## config.mk

```make
export PLATFORM = sky130hd
export DESIGN_NAME = error_collector
export DESIGN_NICKNAME = d
export VERILOG_FILES = /design/src/rtl/error_collector.sv
export SDC_FILE = /design/constraint.sdc
export NUM_CORES = 1
export LEC_CHECK = 0
export CORE_MARGIN = 5
export CORE_UTILIZATION = 34
export DETAILED_ROUTE_END_ITERATION = 7
export PLACE_DENSITY = 0.81
export SYNTH_ARGS = -nofsm -noshare
export SYNTH_HDL_FRONTEND = slang
export SYNTH_SLANG_ARGS = --single-unit
```

## constraint.sdc

```tcl
create_clock -name clk -period 2.5 [get_ports clk]
set_input_delay 0.625 -clock clk [delete_from_list [all_inputs] [get_ports clk]]
set_output_delay 0.625 -clock clk [all_outputs]
set_load 0.02 [all_outputs]
```

## src/rtl/error_collector.sv

```systemverilog
// Error collector: sticky per-source pending bits, priority-encoded report to the PCU with valid/ack.
// Optional per-source PC capture is enabled by defining ERROR_PC_CAPTURE_EN.
module error_collector #(
    parameter int unsigned NUM_SRC = 4,
    parameter int unsigned CODE_W  = 4,
    parameter int unsigned DATA_W  = 32,
    parameter int unsigned CNT_W   = 8
) (
    input  logic               clk,
    input  logic               rst,
    input  logic [NUM_SRC-1:0] err_req,
    input  logic [NUM_SRC-1:0] err_mask,
    input  logic [DATA_W-1:0]  cur_pc,
    input  logic               pcu_ack,
    output logic [CODE_W-1:0]  cpu_error,
    output logic               err_valid,
    output logic [DATA_W-1:0]  err_pc,
    output logic               halt_req,
    output logic [NUM_SRC-1:0] err_pending,
    output logic               err_overflow,
    output logic [CNT_W-1:0]   err_count
);

    localparam int unsigned IDX_W = (NUM_SRC > 1) ? $clog2(NUM_SRC) : 1;

    typedef enum logic [1:0] {
        IDLE,
        REPORT,
        GAP
    } state_t;

    state_t             state;
    state_t             state_next;

    logic               ack_take;
    logic               reload;
    logic [NUM_SRC-1:0] new_err;
    logic [NUM_SRC-1:0] clr;
    logic [NUM_SRC-1:0] load;
    logic [NUM_SRC-1:0] pending_next;
    logic [NUM_SRC-1:0] overflow_hit;
    logic               win_any;
    logic [IDX_W-1:0]   win_idx;
    logic [CODE_W-1:0]  win_code;

    // A set and a clear on the same source in one cycle leaves it pending with a fresh PC.
    always_comb begin
        ack_take = (state == REPORT) && pcu_ack;
        new_err  = err_req & ~err_mask;
        clr      = '0;
        for (int unsigned i = 0; i < NUM_SRC; i++) begin
            clr[i] = ack_take && (cpu_error == CODE_W'(i + 1));
        end
        load         = new_err & (~err_pending | clr);
        overflow_hit = new_err & err_pending & ~clr;
        pending_next = (err_pending & ~clr) | new_err;
    end

    always_comb begin
        win_any = 1'b0;
        win_idx = '0;
        for (int unsigned i = 0; i < NUM_SRC; i++) begin
            if (pending_next[i] && !win_any) begin
                win_any = 1'b1;
                win_idx = IDX_W'(i);
            end
        end
        win_code = CODE_W'(win_idx) + CODE_W'(1);
    end

    always_comb begin
        state_next = state;
        case (state)
            IDLE:    if (win_any) state_next = REPORT;
            REPORT:  if (pcu_ack) state_next = GAP;
            GAP:     state_next = win_any ? REPORT : IDLE;
            default: state_next = IDLE;
        endcase
        reload = (state_next == REPORT) && (state != REPORT);
    end

    always_ff @(posedge clk or posedge rst) begin
        if (rst) begin
            state <= IDLE;
        end else begin
            state <= state_next;
        end
    end

    // Outputs are registered from the next state so they line up with the state register.
    always_ff @(posedge clk or posedge rst) begin
        if (rst) begin
            cpu_error    <= '0;
            err_valid    <= 1'b0;
            halt_req     <= 1'b0;
            err_pending  <= '0;
            err_overflow <= 1'b0;
            err_count    <= '0;
        end else begin
            err_valid   <= (state_next == REPORT);
            halt_req    <= (state_next != IDLE);
            err_pending <= pending_next;
            if (reload) begin
                cpu_error <= win_code;
            end else if (state_next != REPORT) begin
                cpu_error <= '0;
            end
            if (|overflow_hit) begin
                err_overflow <= 1'b1;
            end
            if (ack_take && (err_count != '1)) begin
                err_count <= err_count + CNT_W'(1);
            end
        end
    end

`ifdef ERROR_PC_CAPTURE_EN
    logic [DATA_W-1:0] pc_q [NUM_SRC];
    logic [DATA_W-1:0] win_pc;

    always_comb begin
        win_pc = load[win_idx] ? cur_pc : pc_q[win_idx];
    end

    always_ff @(posedge clk or posedge rst) begin
        if (rst) begin
            for (int unsigned i = 0; i < NUM_SRC; i++) begin
                pc_q[i] <= '0;
            end
        end else begin
            for (int unsigned i = 0; i < NUM_SRC; i++) begin
                if (load[i]) begin
                    pc_q[i] <= cur_pc;
                end
            end
        end
    end

    always_ff @(posedge clk or posedge rst) begin
        if (rst) begin
            err_pc <= '0;
        end else if (reload) begin
            err_pc <= win_pc;
        end else if (state_next != REPORT) begin
            err_pc <= '0;
        end
    end
`else
    logic unused_pc;

    assign unused_pc = ^{cur_pc, load};
    assign err_pc    = '0;
`endif

endmodule

```

==> Yosys cells after proc, flatten, opt, wreduce, memory -nomap -nowiden <==
Index checks and enable logic that the tools add are counted.
{ "classes": {"n_reduce_logical": 17, "addsub": 2, "mux": 13, "bitwise_logic": 7, "eq_ne": 10} }
{ "ops": {"columns": ["operator", "n"], "rows": [
  ["$and A4 B4 Y4", 4],
  ["$logic_and A1 B1 Y1", 10],
  ["$add A8 B1 Y8 const B", 1],
  ["$eq A4 B2 Y1 const B", 2],
  ["$mux W2", 4],
  ["$mux W4", 2],
  ["$ne A8 B8 Y1 const B", 1],
  ["$not A4 Y4", 2],
  ["$mux W1", 6],
  ["$pmux W2 S3", 1],
  ["$eq A2 B1 Y1 const B", 2],
  ["$eq A4 B1 Y1 const B", 1],
  ["$eq A4 B3 Y1 const B", 1],
  ["$ne A2 B1 Y1 const B", 2],
  ["$or A4 B4 Y4", 1],
  ["$reduce_bool A2 Y1", 2],
  ["$reduce_or A4 Y1", 1],
  ["$add A2 B1 Y3 const B", 1],
  ["$logic_not A1 Y1", 3],
  ["$eq A2 B2 Y1 const B", 1],
  ["$logic_not A2 Y1", 1]
]} }
{ "totals": {"reg_bits": 21, "out_inout_bits": 51} }

==> Longest topological paths before layout <==
Gate-level depths: netlist (run 1).
{ "logic_depth": {"word_depth": 21, "mapped_depth": 10, "ltp_nobuf": 8} }

==> Worst setup path after synthesis (run 1) <==
Ideal clock, no wire load.
{ "synth_timing": {"kind": "in2reg", "start": "in pcu_ack", "end": "reg cpu_error[1]", "path_slack_ps": 485, "arrival_ps": 1884, "stages": 9, "setup_ps": 132, "path_buffers": 1, "path_cell_list": "and3b_1 buf_6 and4bb_1 o22ai_2 nand2b_1 a21oi_1 ha_1 nand2b_1 o21ai_1"} }
{ "synth_between": {"elab_chain_len": 20, "elab_cells_between_ends": 31, "classes_between": "1 x add/sub; 2 x eq/ne; 12 x mux; 3 x bitwise; 13 x reduce/logical"} }
{ "synth_rtl": {"columns": ["item", "line", "source"], "rows": [
  ["start: declaration", "14", "input logic pcu_ack,"],
  ["$logic_and A1 B1 Y1", "48", "ack_take = (state == REPORT) && pcu_ack;"],
  ["$logic_and A1 B1 Y1", "52", "clr[i] = ack_take && (cpu_error == CODE_W'(i + 1));"],
  ["$not A4 Y4", "56", "pending_next = (err_pending & ~clr) | new_err;"],
  ["$and A4 B4 Y4", "56", null],
  ["$or A4 B4 Y4", "56", null],
  ["$mux W1", "63", "if (pending_next[i] && !win_any) begin"],
  ["$logic_not A1 Y1", "63", null],
  ["$logic_and A1 B1 Y1", "63", null],
  ["[... 5 more ...]", null, null],
  ["$logic_and A1 B1 Y1", "63", null],
  ["$mux W1", "63", null],
  ["$mux W2", "74", "IDLE: if (win_any) state_next = REPORT;"],
  ["$pmux W2 S3 *", "73", "case (state)"],
  ["via state_next[1]", "33", "state_t state_next;"],
  ["$eq A2 B1 Y1", "79", "reload = (state_next == REPORT) && (state != REPORT);"],
  ["$logic_and A1 B1 Y1", "79", null],
  ["$mux W4 / $reduce_bool A2 Y1 (equally long branches)", null, null],
  ["end signal: assignment", "104", "cpu_error <= win_code;"],
  ["end: declaration", "15", "output logic [CODE_W-1:0] cpu_error,"]
]} }
Mark *: on every way through the listed nets, which the timed path passes. The rest lies on a longest branch.
A chain may end at the register's enable or synchronous reset.

==> Worst setup path after layout (run 1) <==
{ "layout_timing": {"start": "in pcu_ack", "end": "reg cpu_error[1]"} }
{ "layout_between": {"elab_chain_len": 20, "elab_cells_between_ends": 31, "classes_between": "1 x add/sub; 2 x eq/ne; 12 x mux; 3 x bitwise; 13 x reduce/logical"} }
{ "layout_rtl": {"columns": ["item", "line", "source"], "rows": [
  ["$logic_and A1 B1 Y1 *", "48", null],
  ["$logic_and A1 B1 Y1 *", "52", null],
  ["$not A4 Y4 *", "56", null],
  ["$and A4 B4 Y4 *", "56", null],
  ["$or A4 B4 Y4 *", "56", null],
  ["via pending_next[0]", "40", "logic [NUM_SRC-1:0] pending_next;"],
  ["$mux W1 *", "63", null],
  ["$logic_not A1 Y1", "63", null],
  ["[... 5 more ...]", null, null],
  ["$logic_not A1 Y1", "63", null],
  ["$logic_and A1 B1 Y1", "63", null],
  ["$mux W1", "63", null],
  ["$mux W1 / $mux W2 (equally long branches)", "76, 74", null],
  ["$pmux W2 S3", "73", null],
  ["$eq A2 B1 Y1", "79", null],
  ["$logic_and A1 B1 Y1", "79", null],
  ["$mux W4 / $reduce_bool A2 Y1 (equally long branches)", null, null]
]} }
Marked as above.

==> reports/summary.txt, run 1 <==
Status - completed
H-tree depth - 1
Core area - 3630 µm²
CTS Buffer Depth - 2
DRC Markers - 0
Die Area - 5010 µm²
CP max FO - 5
# resized after CTS - 0
Worst slew pin tran - 0.555 ns
Seq/Total Area, Yosys - 39.8%
Area delta synth->final - 24.1%
CP required - 2.63 ns
R2r worst-path depth - 8
Critical path arrival - 2.38 ns
Cells after Synth - 126
WL met3 - 146 µm
Final Hold Viols - 0
Final #Nets - 206
TritonRoute pass-1 iters - 3
DR vias/cell - 4.06
Final antenna diode count - 0
Final setup vio count - 0
Unrepaired setup endpoints after global routing - false
Leak Pwr - 0.000725 µW
Commonest non-fill, non-tap cell in the layout - conb_1
Io pins - 94
Met2 WL - 1280 µm
PortBufs - 28
Hpwl dp - 1950 µm
CTS sink count - 20
Max Slew Vio Count - 0
R2R Path End - cpu_error[1]$_DFFE_PP0P_
Layout cells sized above 1 - 10.0%
Min-Delay Endpoint - err_overflow$_DFFE_PP0P_
Drt wl/cell - 11.3 µm
Reg clk slew, reported paths - 0.07 ns
R2R Path Start - state[0]$_DFF_PP0_
Total CTS buffers - 3
Worst hold path type - register to register
Clock skew - 0.00399 ns
First-pass GRT wire length - 3730 µm
Die Ht - 70.8 µm
Antenna-violating nets left - 0
Max-cap viol count - 0
# rows - 22
Reg2reg setup slack - 0.58 ns
Met1 WL - 879 µm
Routability congestion estimate from global placement - 0.757
Worst skew pair latency - 0.26 ns
Worst Setup End Kind - register
Hold_sp - err_overflow$_DFFE_PP0P_
Uppermost layer routed - met4
Cell Area, Synth - 1260 µm²
Seq cells post-synth - 20
Fin crit period - 2.25 ns
Largest net degree at the start of global routing - 21
Crit Path Class - primary input to register
Fin crit share - 89.9%
Pwr Total - 1540 µW
Post-Route WL - 2350 µm
Worst-case vdd ir drop - 0.403 mV
TritonCTS clock tree - built
Setup Buffers After CTS - 0
Fmax - 445 MHz
# hold bufs at CTS - 0
Die width - 70.8 µm
DRT iter0 DRCs - 8
Commonest non-fill, non-tap cells in the layout - conb_1 (33), clkdlybuf4s50_1 (28), dfrtp_1 (20)
Routed vias - 845
Syn_area_per_cell - 9.98 µm²
Worst hold path depth - 2
Number of global-route vias before repair - 805
Clk Tree Root Cell - clkbuf_8
Setup TNS - 0 ns
Remaining Overflow, GRT - 0
Antenna violations before repair - 0
Pwr dens - 988 nW/µm²
Initial Util - 34.6%
Ys Warns - 0
Max_slew headroom - 62.9%
Startpoint types - primary input
Yosys cell types - 36
GR Util All Layers - 9.37%
[layout make-up]
cell class	count	area, µm²
fill	360	2070
timing repair buffer	33	318
multi-input combinational	97	588
sequential	20	500
clock inverter	1	30.0
clock buffer	3	41.3
tap	48	60.1
inverter	6	22.5
[flip-flops by register name (all words and copies together), names as in the netlist]
name          cells
state             2
err_count         8
err_pending       4
cpu_error         3
err_overflow      1
halt_req          1
err_valid         1
[metal layers]
layer	global-route usage (%)	up-vias
li1	-	426
met1	10.3	389
met2	16.7	26
met3	1.99	4
met4	5.01	0
met5	0	-
[how the worst max path moves through the flow]
stage,from,to,slack (ns)
floorplan,pcu_ack,cpu_error[1]$_DFFE_PP0P_,0.48
global placement,pcu_ack,cpu_error[1]$_DFFE_PP0P_,-0.008
detailed placement,pcu_ack,cpu_error[1]$_DFFE_PP0P_,-0.02
CTS,pcu_ack,cpu_error[1]$_DFFE_PP0P_,0.26
global route,pcu_ack,cpu_error[1]$_DFFE_PP0P_,0.13
finish,pcu_ack,cpu_error[1]$_DFFE_PP0P_,0.25
[cells by family after synthesis]
| logic type | after synthesis | synth area share (%) |
|---|---|---|
| multiplexers | 2 | 1.69 |
| other | 1 | 0.298 |
| AND/OR/NAND/NOR | 37 | 19.0 |
| adder cells (fa/ha/maj) | 2 | 1.99 |
| flip-flops | 20 | 39.8 |
| AO/OA/AOI/OAI | 16 | 9.35 |
| buffers and inverters | 41 | 23.0 |
| XOR/XNOR | 7 | 4.88 |
[where the power goes]
group / total (µW) / switching (µW) / internal [µW]
logic: 661 / 344 / 317
registers: 559 / 134 / 426
clock network: 322 / 108 / 214
[synth_stat cells, drive strengths merged]
cell	count	share of area (%)
nor2	4	1.2
mux2	1	0.90
xor2	4	2.8
o221ai	1	0.70
o21ai	4	1.6
dfrtp	20	40
nor2b	4	2.0
o22ai	1	0.99
a31oi	1	0.50
buf	35	21
and4bb	2	2.0
nand4	1	0.50
o21bai	2	1.2
and3b	1	0.70
nor3	4	1.6
nand3	6	3.4
nand2b	3	1.5
ha	2	2.0
a21o	2	1.8
and4b	1	0.80
nor3b	1	0.60
xnor2	3	2.1
mux2i	1	0.80
a32oi	1	0.70
inv	6	1.8
conb	1	0.30
nor4	1	1.7
a21oi	4	1.9
nand2	8	2.4
and4	1	0.70
[critical path, cell delays in order]
cell,delay [ns]
clkdlybuf4s50_1,0.48
and3b_1,0.23
buf_4,0.14
nand3_4,0.07
a21o_4,0.25
nor3_1,0.19
ha_1,0.25
nand2b_1,0.07
o21ai_1,0.05
[metrics by stage]
stage	cells	hold slack (ns)	worst slack [ns]	area, µm²	utilization [%]
2_1_floorplan	158	0.457	0.485	1380	-
3_3_place_gp	204	0.463	-0.00782	1490	41.0
3_5_place_dp	204	0.460	-0.0175	1490	41.0
4_1_cts	208	0.478	0.259	1560	42.9
5_1_grt	208	0.504	0.128	1560	42.9
6_report	208	0.474	0.253	1560	42.9
Power figures use the tool's default switching activity.
==> inputs of run 2 (changes only) <==
CELL_PAD_IN_SITES_DETAIL_PLACEMENT = 0   (was not set)
CELL_PAD_IN_SITES_GLOBAL_PLACEMENT = 1   (was not set)
CORE_UTILIZATION = 23   (was 34)
PLACE_DENSITY = not set   (was 0.81)
PLACE_DENSITY_LB_ADDON = 0.1   (was not set)
SKIP_CTS_REPAIR_TIMING = 1   (was not set)
==> reports/summary.txt, run 2 (same netlist as run 1, synthesis figures left out) <==
Critical-path cell list - clkdlybuf4s50_1, and3b_1, nand3_1, a21o_1, nand2b_1, a21oi_1, ha_1, nand2b_1, o21ai_1 (was clkdlybuf4s50_1, and3b_1, buf_4, nand3_4, a21o_4, nor3_1, ha_1, nand2b_1, o21ai_1)
TritonCTS clock tree - built (unchanged)
Worst-case vdd ir drop - 0.237 mV (was 0.403 mV)
DRT iter0 DRCs - 18 (was 8)
Reg2reg setup slack - 0.51 ns (was 0.58 ns)
Die Area - 7050 µm² (was 5010 µm²)
Layout cells sized above 1 - 10.6% (was 10.0%)
Routability congestion estimate from global placement - 0.723 (was 0.757)
Crit Path Class - primary input to register (unchanged)
CTS sink count - 20 (unchanged)
Hpwl dp - 2190 µm (was 1950 µm)
Unrepaired setup endpoints after global routing - false (unchanged)
CP max FO - 4 (was 5)
R2R Path Start - state[0]$_DFF_PP0_ (unchanged)
Int Pwr - 847 µW (was 956 µW)
Pwr dens - 901 nW/µm² (was 988 nW/µm²)
Post-Layout Cell Count - 233 (was 208)
Number of global-route vias before repair - 919 (was 805)
Area delta synth->final - 25.3% (was 24.1%)
Initial Util - 23.3% (was 34.6%)
Sw frac - 40.3% (was 38.0%)
Core area - 5410 µm² (was 3630 µm²)
Final setup vio count - 0 (unchanged)
DR vias/cell - 3.72 (was 4.06)
Fin crit period - 2.33 ns (was 2.25 ns)
Gate power share - 46.3% (was 42.9%)
Dpl cell area - 1530 µm² (was 1490 µm²)
Leak Pwr - 0.000719 µW (was 0.000725 µW)
Worst hold path depth - 2 (unchanged)
Max_slew headroom - 59.8% (was 62.9%)
Final #Nets - 208 (was 206)
Min-Delay Endpoint - err_overflow$_DFFE_PP0P_ (unchanged)
Commonest non-fill, non-tap cells in the layout - conb_1 (33), clkdlybuf4s50_1 (28), dfrtp_1 (20) (unchanged)
Critical Path Most Common Cell - nand2b_1
Fmax - 429 MHz (was 445 MHz)
# rows - 27 (was 22)
Max-cap viol count - 0 (unchanged)
Hold Slack - 0.483 ns (was 0.474 ns)
DP Cell Count - 230 (was 204)
Post-Route WL - 2670 µm (was 2350 µm)
CP required - 2.63 ns (about the same)
Remaining Overflow, GRT - 0 (unchanged)
Antenna-violating nets left - 0 (unchanged)
Hold_sp - err_overflow$_DFFE_PP0P_ (unchanged)
Startpoint types - primary input (unchanged)
Die width - 83.9 µm (was 70.8 µm)
Antenna violations before repair - 0 (unchanged)
Die Ht - 83.9 µm (was 70.8 µm)
GR Util All Layers - 7.76% (was 9.37%)
Final Hold Viols - 0 (unchanged)
Max FFs per register - 8 (unchanged)
R2R Path End - cpu_error[1]$_DFFE_PP0P_ (unchanged)
H-tree depth - 1 (unchanged)
Worst path slowest cell - clkdlybuf4s50_1 (unchanged)
Crit path buffers/inverters - 1 (was 2)
Final antenna diode count - 0 (unchanged)
Reg with most FFs - err_count (unchanged)
R2r worst-path depth - 8 (unchanged)
Max incr delay on CP - 0.48 ns (about the same)
Worst Setup End Kind - register (unchanged)
TritonRoute pass-1 iters - 3 (unchanged)
Clock network fraction of design power - 14.5% (was 20.9%)
Status - completed (unchanged)
Seq pwr share - 39.2% (was 36.3%)
Worst skew pair latency - 0.25 ns (was 0.26 ns)
Critical path arrival - 2.46 ns (was 2.38 ns)
Max Slew Vio Count - 0 (unchanged)
CP delay by family, top - simple AND/OR/NAND/NOR gates (was buffers and inverters)
PnR worst setup slack - 0.168 ns (was 0.253 ns)
DRC Markers - 0 (unchanged)
Dpl ws - -0.135 ns (was -0.0175 ns)
Worst slew pin tran - 0.601 ns (was 0.555 ns)
Biggest regs - err_count (8), err_pending (4), cpu_error (3) (unchanged)
Worst hold path type - register to register (unchanged)
Drt wl/cell - 11.4 µm (was 11.3 µm)
Io pins - 94 (unchanged)
First-pass GRT wire length - 4420 µm (was 3730 µm)
Commonest non-fill, non-tap cell in the layout - conb_1 (unchanged)
CTS Buffer Depth - 2 (unchanged)
Final std cell area, no fill - 1580 µm² (was 1560 µm²)
Net Sw Power - 572 µW (was 586 µW)
Largest net degree at the start of global routing - 21 (unchanged)
Routed vias - 867 (was 845)
Fin crit share - 93.3% (was 89.9%)
Total CTS buffers - 3 (unchanged)
Clock skew - 0.00167 ns (was 0.00399 ns)
PortBufs - 28 (unchanged)
Reg clk slew, reported paths - 0.07 ns (about the same)
Clk Tree Root Cell - clkbuf_8 (unchanged)
Filler cell count - 590 (was 360)
## run 2: cell types whose count changed in the layout (fill, tap and decap cells not counted)
cell / change
bufinv_16: -1
buf_4: +2
## run 2: worst max-delay path by stage
stage               cells after the start    start  slack, ns                  endpoint
floorplan                               9  pcu_ack       0.48  cpu_error[1]$_DFFE_PP0P_
global placement                        9  pcu_ack      -0.14  cpu_error[1]$_DFFE_PP0P_
detailed placement                      9  pcu_ack      -0.13  cpu_error[1]$_DFFE_PP0P_
CTS                                     9  pcu_ack       0.13  cpu_error[1]$_DFFE_PP0P_
global route                            9  pcu_ack       0.01  cpu_error[1]$_DFFE_PP0P_
finish                                  9  pcu_ack       0.17  cpu_error[1]$_DFFE_PP0P_
## run 2: area by class of cell
cell class	count	area (µm²)	area share (%)
Timing Repair Buffer	35	333	21.1
Clock buffer	3	41.3	2.62
Multi-Input combinational cell	97	588	37.3
Tap cell	72	90.1	5.72
Inverter	6	22.5	1.43
Sequential cell	20	500	31.8
## run 2: power groups by stage
stage	registers, µW	logic (µW)	clock network [µW]
2_1_floorplan	634	359	0
3_3_place_gp	564	664	0
3_5_place_dp	567	668	0
4_1_cts	561	669	218
5_1_grt	582	708	233
6_report	556	657	206
## run 2: worst min-delay path, delay by kind of cell, from the launching register on
family / cells / cell delay (ns)
flip-flops: 1 / 0.34
AO/OA/AOI/OAI: 1 / 0.06
buffers and inverters: 1 / 0.04
## run 2: metrics by stage
stage                     setup TNS (ns)  util, %  power [µW]
after global placement            -0.392     28.4        1230
after global routing                   0     29.1        1520
after detailed placement          -0.359     28.4        1240
final                                  0     29.1        1420
after CTS                              0     29.1        1450
after floorplan                        0        -         994
## run 2: routing by layer
metal	global-route usage [%]	vias up	share of wire (%)
met5	0	-	0
met4	4.39	0	0.98
met3	1.48	2	7.2
met2	13.1	35	49
met1	9.15	400	43
li1	-	430	-
